File: src/rtl/opcode_sequencer_pkg.sv
// Opcode sequencer shared ISA definitions: opcode classes,
// field positions, sequencer control sub-ops and FSM states.
package opcode_sequencer_pkg;

  localparam int INSTR_W = 16;

  localparam int CLS_HI    = 15;
  localparam int CLS_LO    = 14;
  localparam int STORE_BIT = 8;
  localparam int SUB_HI    = 7;
  localparam int SUB_LO    = 6;

  typedef enum logic [1:0] {
    CLS_LOAD = 2'b00,
    CLS_ALU2 = 2'b01,
    CLS_ALU1 = 2'b10,
    CLS_MISC = 2'b11
  } op_class_e;

  typedef enum logic [1:0] {
    CTL_END     = 2'b00,
    CTL_WAIT    = 2'b01,
    CTL_SETLOOP = 2'b10,
    CTL_LOOP    = 2'b11
  } ctl_op_e;

  typedef enum logic [1:0] {
    S_IDLE = 2'b00,
    S_RUN  = 2'b01,
    S_WAIT = 2'b10
  } seq_state_e;

  // MISC without the store bit is a core no-op,
  // so the sequencer claims it for itself.
  function automatic logic is_ctrl(
    input logic [INSTR_W-1:0] i
  );
    return (op_class_e'(i[CLS_HI:CLS_LO]) == CLS_MISC)
        && !i[STORE_BIT];
  endfunction

  function automatic ctl_op_e ctl_op(
    input logic [INSTR_W-1:0] i
  );
    return ctl_op_e'(i[SUB_HI:SUB_LO]);
  endfunction

endpackage

File: src/rtl/opcode_sequencer_prog_mem.sv
// Program store: DEPTH x DW register file, one write port,
// one asynchronous read port, contents not reset.
module opcode_sequencer_prog_mem #(
  parameter int DEPTH = 16,
  parameter int AW    = $clog2(DEPTH),
  parameter int DW    = 16
) (
  input  logic          clk,
  input  logic          we,
  input  logic [AW-1:0] waddr,
  input  logic [DW-1:0] wdata,
  input  logic [AW-1:0] raddr,
  output logic [DW-1:0] rdata
);

  logic [DW-1:0] mem [DEPTH];

  always_ff @(posedge clk) begin
    if (we) mem[waddr] <= wdata;
  end

  assign rdata = mem[raddr];

endmodule

File: src/rtl/opcode_sequencer.sv
// Opcode sequencer: runs a stored program once per start,
// issuing opcode/execute to the cores; ctrl ops stay local.
module opcode_sequencer
  import opcode_sequencer_pkg::*;
#(
  parameter int PROG_DEPTH = 16,
  parameter int LOOP_W     = 6,
  parameter int WAIT_W     = 4,
  localparam int PC_W      = $clog2(PROG_DEPTH)
) (
  input  logic               clk,
  input  logic               rst_n,
  input  logic               prog_we,
  input  logic [PC_W-1:0]    prog_addr,
  input  logic [INSTR_W-1:0] prog_data,
  input  logic               start,
  output logic [INSTR_W-1:0] opcode,
  output logic               execute,
  output logic               busy,
  output logic               done,
  output logic [PC_W-1:0]    pc
);

  seq_state_e          state_q, state_d;
  logic [PC_W-1:0]     pc_q, pc_d;
  logic [LOOP_W-1:0]   loop_q, loop_d;
  logic [WAIT_W-1:0]   wait_q, wait_d;
  logic [INSTR_W-1:0]  op_q, op_d;
  logic                exec_q, exec_d;
  logic                busy_q, busy_d;
  logic                done_q, done_d;
  logic                last_q, last_d;
  logic [INSTR_W-1:0]  instr;
  logic [WAIT_W-1:0]   wait_n;
  logic                ctrl;
  logic                end_now;
  logic                step;
  logic                last_addr;

  opcode_sequencer_prog_mem #(
    .DEPTH (PROG_DEPTH),
    .AW    (PC_W),
    .DW    (INSTR_W)
  ) u_mem (
    .clk   (clk),
    .we    (prog_we && (state_q == S_IDLE)),
    .waddr (prog_addr),
    .wdata (prog_data),
    .raddr (pc_q),
    .rdata (instr)
  );

  assign ctrl      = is_ctrl(instr);
  assign wait_n    = instr[WAIT_W-1:0];
  assign last_addr = (pc_q == PC_W'(PROG_DEPTH - 1));
  // last_q: the final address has been consumed,
  // so the next RUN cycle is an implicit END.
  assign end_now   = last_q
                  || (ctrl && ctl_op(instr) == CTL_END);

  always_comb begin
    state_d = state_q;
    pc_d    = pc_q;
    loop_d  = loop_q;
    wait_d  = wait_q;
    op_d    = op_q;
    exec_d  = 1'b0;
    busy_d  = busy_q;
    done_d  = 1'b0;
    last_d  = last_q;
    step    = 1'b0;
    unique case (state_q)
      S_IDLE: begin
        if (start) begin
          state_d = S_RUN;
          pc_d    = '0;
          busy_d  = 1'b1;
          last_d  = 1'b0;
        end
      end
      S_RUN: begin
        if (end_now) begin
          state_d = S_IDLE;
          pc_d    = '0;
          busy_d  = 1'b0;
          done_d  = 1'b1;
          last_d  = 1'b0;
        end else if (!ctrl) begin
          op_d   = instr;
          exec_d = 1'b1;
          step   = 1'b1;
        end else begin
          step = 1'b1;
          unique case (ctl_op(instr))
            CTL_WAIT: begin
              wait_d = wait_n;
              // The WAIT cycle itself is already one
              // idle cycle, so only n>1 parks in WAIT.
              if (wait_n > WAIT_W'(1))
                state_d = S_WAIT;
            end
            CTL_SETLOOP: begin
              loop_d = instr[LOOP_W-1:0];
            end
            CTL_LOOP: begin
              if (loop_q != '0) begin
                loop_d = loop_q - 1'b1;
                pc_d   = instr[PC_W-1:0];
                step   = 1'b0;
              end
            end
            default: step = 1'b1;
          endcase
        end
        if (step) begin
          if (last_addr) last_d = 1'b1;
          else           pc_d   = pc_q + 1'b1;
        end
      end
      S_WAIT: begin
        wait_d = wait_q - 1'b1;
        if (wait_q <= WAIT_W'(2))
          state_d = S_RUN;
      end
      default: state_d = S_IDLE;
    endcase
  end

  always_ff @(posedge clk or negedge rst_n) begin
    if (!rst_n) begin
      state_q <= S_IDLE;
      pc_q    <= '0;
      loop_q  <= '0;
      wait_q  <= '0;
      op_q    <= '0;
      exec_q  <= 1'b0;
      busy_q  <= 1'b0;
      done_q  <= 1'b0;
      last_q  <= 1'b0;
    end else begin
      state_q <= state_d;
      pc_q    <= pc_d;
      loop_q  <= loop_d;
      wait_q  <= wait_d;
      op_q    <= op_d;
      exec_q  <= exec_d;
      busy_q  <= busy_d;
      done_q  <= done_d;
      last_q  <= last_d;
    end
  end

  assign opcode  = op_q;
  assign execute = exec_q;
  assign busy    = busy_q;
  assign done    = done_q;
  assign pc      = pc_q;

endmodule

File: config.mk
export PLATFORM = sky130hd
export DESIGN_NAME = opcode_sequencer
export DESIGN_NICKNAME = d
export VERILOG_FILES = /design/src/rtl/opcode_sequencer_pkg.sv /design/src/rtl/opcode_sequencer_prog_mem.sv /design/src/rtl/opcode_sequencer.sv
export SDC_FILE = /design/constraint.sdc
export NUM_CORES = 1
export LEC_CHECK = 0
export BUFFER_PORTS_ARGS = -buffer_cell sky130_fd_sc_hd__buf_2
export CAP_MARGIN = 20
export CORE_ASPECT_RATIO = 1.2
export CORE_MARGIN = 3
export CORE_UTILIZATION = 55
export CTS_CLUSTER_SIZE = 28
export DETAILED_ROUTE_END_ITERATION = 6
export GPL_TIMING_DRIVEN = 0
export MAX_ROUTING_LAYER = met4
export PLACE_DENSITY_LB_ADDON = 0.2
export SLEW_MARGIN = 20
export SYNTH_ARGS = -nofsm -noshare
export SYNTH_HDL_FRONTEND = slang
export SYNTH_SLANG_ARGS = --single-unit
File: constraint.sdc
create_clock -name clk -period 3 [get_ports clk]
set_input_delay 0.15 -clock clk [delete_from_list [all_inputs] [get_ports clk]]
set_output_delay 0.15 -clock clk [all_outputs]
set_load 0.02 [all_outputs]
==> metrics.cfg, run 1 <==
[worst_setup_path]
crit_path_start_kind = flop
cp_max_fo = 10
r2r_slack_ns = 0.12
critPathRequiredTime_ns = 3.41
criticalPathCategory = reg -> reg
cp-end-kind = flop
r2r-start = pc[0]
r2r_end = opcode[12]
reg2reg_depth = 7
worstPathArrival_ns = 3.29

[synth]
synth_async_sr_flop_share_pct = 12.3
synth_flop_cell = edfxtp_1
synth_edf_count = 256
yosysTopAreaCell = edfxtp_1
synth.most_common_cell = edfxtp_1
synthDistinctLibCells = 50
yosysWarnings = 0
syn-instance-count = 568
netlist_area_um2 = 11600
seq_area_frac_synth_pct = 74.0
ys_ff_latch = 292
synth_area_leaders = edfxtp_1, mux4_2, dfrtp_1
netlist_top_cells_count = edfxtp_1, mux4_2, dfrtp_1
synthesis.nets = 597
syn_area_per_cell_um2 = 20.4
synth_top_cell_area_share_pct = 66.2

[timing]
period_needed_ns = 2.88
hold_violations = 0
max_freq_mhz = 347
rsz0062_at_grt = no
finalCritPeriodShare_pct = 96.1
setup_slack_ns = 0.118
tightest_slew_ns = 0.948
setup_viol = 0
timing.hold.ws_ns = 0.0748
max_slew_margin_pct = 36.8
clock_skew_ns = 0.0110
maxSlewViolCount = 0

[floorplan]
core_area_um2 = 20500
fp.dieH_um = 165
start_util_pct = 56.7
dieArea_um2 = 22900
ioPinCount = 47
rows = 57
die_x_um = 139

[placement]
finalWeightedCongestion = 0.796
postPlaceCellArea_um2 = 12500
dp_slack_ns = -0.140
portBuffers = 46
dpl.cell_count = 893
detailed_place_hpwl_mm = 16.3

[clock_network]
postCtsSetupBuffers = 0
clock_path_buffers = 3
cts.sinks = 292
root_buffer = clkbuf_16
clk_latency_ns = 0.53
h-tree-depth = 1
cts_tree = yes
clk_pin_slew_ns = 0.07
cts_inserted_buffers = 28

[grt]
grt_pass1_wl_mm = 38.6
gr-total-overflow = 0
antenna_found_initial = 0
grt_max_degree = 37
grt.total_usage_pct = 23.5
first_global_vias = 6132

[hold_path]
min_to = u_mem.mem[2][8]
min_from = prog_addr[3]
hold_class = in -> reg
whs_path_depth = 2

[layout]
diodes = 0
fin_util_pct = 66.2
final_cells = 962
multiInputGateArea_um2 = 2950
final_area_um2 = 13600
regArea_um2 = 8590
fin_nets = 704
area_growth_pct = 16.7
n_fill_cell = 1328
drive_above_1_share_pct = 33.1

[route]
drtPass1Iterations = 5
wl_per_cell_um = 26.8
via_per_inst = 6.28
drt_iter0_markers = 676
wl_mm = 25.8
antenna_left = 0
via_count = 6040
drc = 0

[pwr]
power.density_nw_per_um2 = 914
leakagePower_nw = 4.52
vdd_drop_max_mv = 0.762

[flow_run]
maxCapViolCount = 0

[outcome]
status = completed

[worst max-delay path, cell delays in order (launching register included)]
cell	delay [ns]
dfrtp_1	0.44
buf_6	0.22
mux4_2	0.54
a22oi_1	0.19
nand2_1	0.23
a31oi_4	0.42
buf_4	0.34
mux2_2	0.37
[layout make-up]
type / count / area share [%]
inverter: 10 / 0.277
tap: 265 / 2.45
clock buffer: 39 / 5.78
buffer: 23 / 1.33
timing repair buffer: 78 / 4.39
sequential: 292 / 63.4
clock inverter: 13 / 0.618
multi-input combinational: 242 / 21.8
[routing by layer]
metal	routed length, µm	GRT usage, %	part of all wire [%]
met1	10300	31.6	40
met2	12600	37.4	49
met3	1840	3.51	7.2
met4	970	9.30	3.8
met5	0	-	0
[worst max path at each step]
stage,slack [ns],from,endpoint
2_1_floorplan,0.31,state_q[0],u_mem.mem[0][0]
3_3_place_gp,-1.62,state_q[0],u_mem.mem[0][15]
3_5_place_dp,-0.14,pc[1],opcode[6]
4_1_cts,0.0002,pc[1],state_q[1]
5_1_grt,0.0003,pc[0],wait_q[0]
6_report,0.12,pc[0],opcode[12]
[cell families after synthesis]
family / count (synthesis) / share of synthesized area, %
adder cells (fa/ha/maj): 5 / 0.539
XOR/XNOR: 2 / 0.151
AO/OA/AOI/OAI: 52 / 3.19
buffers and inverters: 34 / 1.69
flip-flops: 292 / 74.0
AND/OR/NAND/NOR: 83 / 3.69
multiplexers: 100 / 16.8
[flip-flops by register name, summed over array words and instances (netlist names)]
register,count
busy,1
done,1
execute,1
last_q,1
loop_q,6
opcode,16
pc,4
state_q,2
u_mem.mem,256
wait_q,4
[where the power goes]
group | internal, mW | total [mW] | switching (mW)
logic | 1.89 | 4.14 | 2.25
registers | 4.72 | 4.93 | 0.213
clock network | 1.90 | 3.32 | 1.42
[what timing repair did]
action	CTS	global route
endpoints found under the setup margin	10	19
gates resized for setup	4	10
pin swaps	0	1
cloned	0	0
hold buffers	18	0
hold endpoints to repair	294	0
[placed cells by master (no fill, tap or decap), drive strengths merged, types with 14 or more instances in the layout]
cell	n
clkbuf	45
dlygate4sd3	18
dfrtp	36
o21ai	14
nand2	17
buf	77
nor2	24
clkinv	14
mux2	15
mux4	74
edfxtp	256
[stage by stage]
stage          total power [mW]  setup TNS [ns]
6_report                   12.4               0
5_1_grt                    12.9               0
4_1_cts                    12.4               0
3_5_place_dp               9.06           -1.01
3_3_place_gp               8.89         -119.34
2_1_floorplan              7.91               0
(Power assumes the default switching activity.)
==> run 2, diff against run 1 <==
- SYNTH_HIERARCHICAL: unset -> 1
==> run 2 against run 1 <==
Effect of this change: register-to-register slack worse by 0.06 ns; via count up 4.1%; worst hold slack worse by 0.067 ns; cell count up 5.9%; power down 3.4%; sequential cell count unchanged.
==> metrics.cfg, run 2 <==
[outcome]
status = completed

[grt]
first_global_vias = 6664
grt_pass1_wl_mm = 39.0
antenna_found_initial = 0
grt.total_usage_pct = 23.3
grt_max_degree = 37
gr-total-overflow = 0

[route]
antenna_left = 0
drc = 0
wl_mm = 25.2
drt_iter0_markers = 595
via_count = 6286
drtPass1Iterations = 5
via_per_inst = 6.17
wl_per_cell_um = 24.8

[pwr]
vdd_drop_max_mv = 0.571
leakagePower_nw = 4.72
power.density_nw_per_um2 = 877

[synth]
netlist_top_cells_count = edfxtp_1, nand2_1, mux4_2
synthesis.nets = 650
synth_edf_count = 256
seq_area_frac_synth_pct = 73.9
netlist_area_um2 = 11600
synthDistinctLibCells = 51
synth.most_common_cell = edfxtp_1
synth_area_leaders = edfxtp_1, mux4_2, dfrtp_1
syn-instance-count = 621
synth_flop_cell = edfxtp_1
syn_area_per_cell_um2 = 18.7
synth_top_cell_area_share_pct = 66.2
synth_async_sr_flop_share_pct = 12.3
ys_ff_latch = 292
yosysTopAreaCell = edfxtp_1
yosysWarnings = 6

[layout]
layout_common_cells = edfxtp_1, nand2_1, mux4_2, buf_2, dfrtp_1
drive_above_1_share_pct = 30.6
fin_nets = 762
largest_reg_flops = 256
regMostFlops = u_mem/mem
diodes = 0
layout_commonest_cell = edfxtp_1
final_cells = 1019
fin_util_pct = 66.7
area_growth_pct = 17.6

[timing]
max_freq_mhz = 340
max_slew_margin_pct = 41.8
setup_viol = 0
period_needed_ns = 2.94
tightest_slew_ns = 0.873
finalCritPeriodShare_pct = 98.1
maxSlewViolCount = 0
clock_skew_ns = 0.0172
timing.hold.ws_ns = 0.00774
setup_tns_ns = 0
hold_violations = 0

[floorplan]
ioPinCount = 47
start_util_pct = 56.8
die_x_um = 139
dieArea_um2 = 22900
core_area_um2 = 20500
rows = 57
fp.dieH_um = 165

[clock_network]
clk_pin_slew_ns = 0.06
cts_tree = yes
clock_path_buffers = 3
cts_inserted_buffers = 29
clk_latency_ns = 0.54
h-tree-depth = 1
cts.sinks = 292
root_buffer = clkbuf_16

[worst_setup_path]
criticalPathCategory = reg -> reg
r2r-start = pc[0]
startpoint = pc[0]
r2r_end = loop_q[3]
cp_max_fo = 10
endpoint = loop_q[3]
crit_path_start_kind = flop
reg2reg_depth = 10
critPathRequiredTime_ns = 3.39
worstPathArrival_ns = 3.33
cp-end-kind = flop
r2r_slack_ns = 0.06

[placement]
portBuffers = 46
finalWeightedCongestion = 0.773
dpl.cell_count = 952
detailed_place_hpwl_mm = 17.1

[flow_run]
maxCapViolCount = 0

[hold_path]
hold_class = in -> reg

==> run 2: final cells by class <==
type	instances	area [µm²]
Fill cell	1331	6810
Tap cell	265	332
Clock inverter	15	129
Sequential cell	292	8590
Inverter	5	21.3
Clock buffer	37	766
Timing Repair Buffer	83	644
Buffer	26	226
Multi-Input combinational cell	296	2950
==> run 2: stage by stage <==
step / power, mW / cell area (µm²) / setup slack (ns)
final: 12.0 / 13700 / 0.0577
after global routing: 12.5 / 13700 / -0.00324
after CTS: 12.0 / 13600 / -0.00871
after detailed placement: 8.42 / 12500 / -0.764
after global placement: 8.25 / 12200 / -0.949
after floorplan: 7.38 / 11600 / 0.0443
==> run 2: timing repair <==
item,in CTS,in global routing
setup buffers,2,2
hold buffers,13,0
hold endpoints to repair,193,0
gates resized for setup,28,18
pin swaps,3,2
setup endpoints to repair,36,31
==> run 2: worst max-delay path, cell delays in order, from the launching register on <==
cell      delay [ns]
dfrtp_2         0.44
buf_8           0.21
buf_8           0.20
mux4_2          0.54
a22oi_2         0.30
nand2_2         0.21
nand2_4         0.17
clkbuf_2        0.23
nor2_1          0.09
o31ai_1         0.27
o21ai_0         0.16
==> run 2: where the power goes <==
part / switching (mW) / internal [mW]
registers: 0.199 / 4.71
logic: 2.09 / 1.57
clock network: 1.43 / 1.97
==> run 2: layer usage <==
metal	share of wire [%]	GRT usage, %
met1	40	29.7
met2	52	39.5
met3	5.3	2.79
met4	3.6	8.67
met5	0	-
==> run 2: logic make-up after synthesis <==
| group | Yosys count | synth area share [%] |
|---|---|---|
| muxes | 70 | 13.3 |
| AOI/OAI and AO/OA | 72 | 4.45 |
| and+or+nand+nor | 148 | 6.14 |
| DFF | 292 | 73.9 |
| adders and majority gates | 5 | 0.539 |
| buffers and inverters | 33 | 1.56 |
| xor gates and xnor gates | 1 | 0.0754 |
==> run 2: worst min-delay path by stage <==
stage | slack, ns | cells past startpoint | from | to
after floorplan | -0.15 | 0 | rst_n | busy
after global placement | 0.28 | 1 | rst_n | pc[3]
after detailed placement | 0.31 | 1 | rst_n | pc[2]
after CTS | 0.005 | 1 | prog_data[11] | u_mem/mem[5][11]
after global routing | 0.01 | 1 | prog_data[8] | u_mem/mem[6][8]
final | 0.008 | 1 | prog_data[11] | u_mem/mem[5][11]
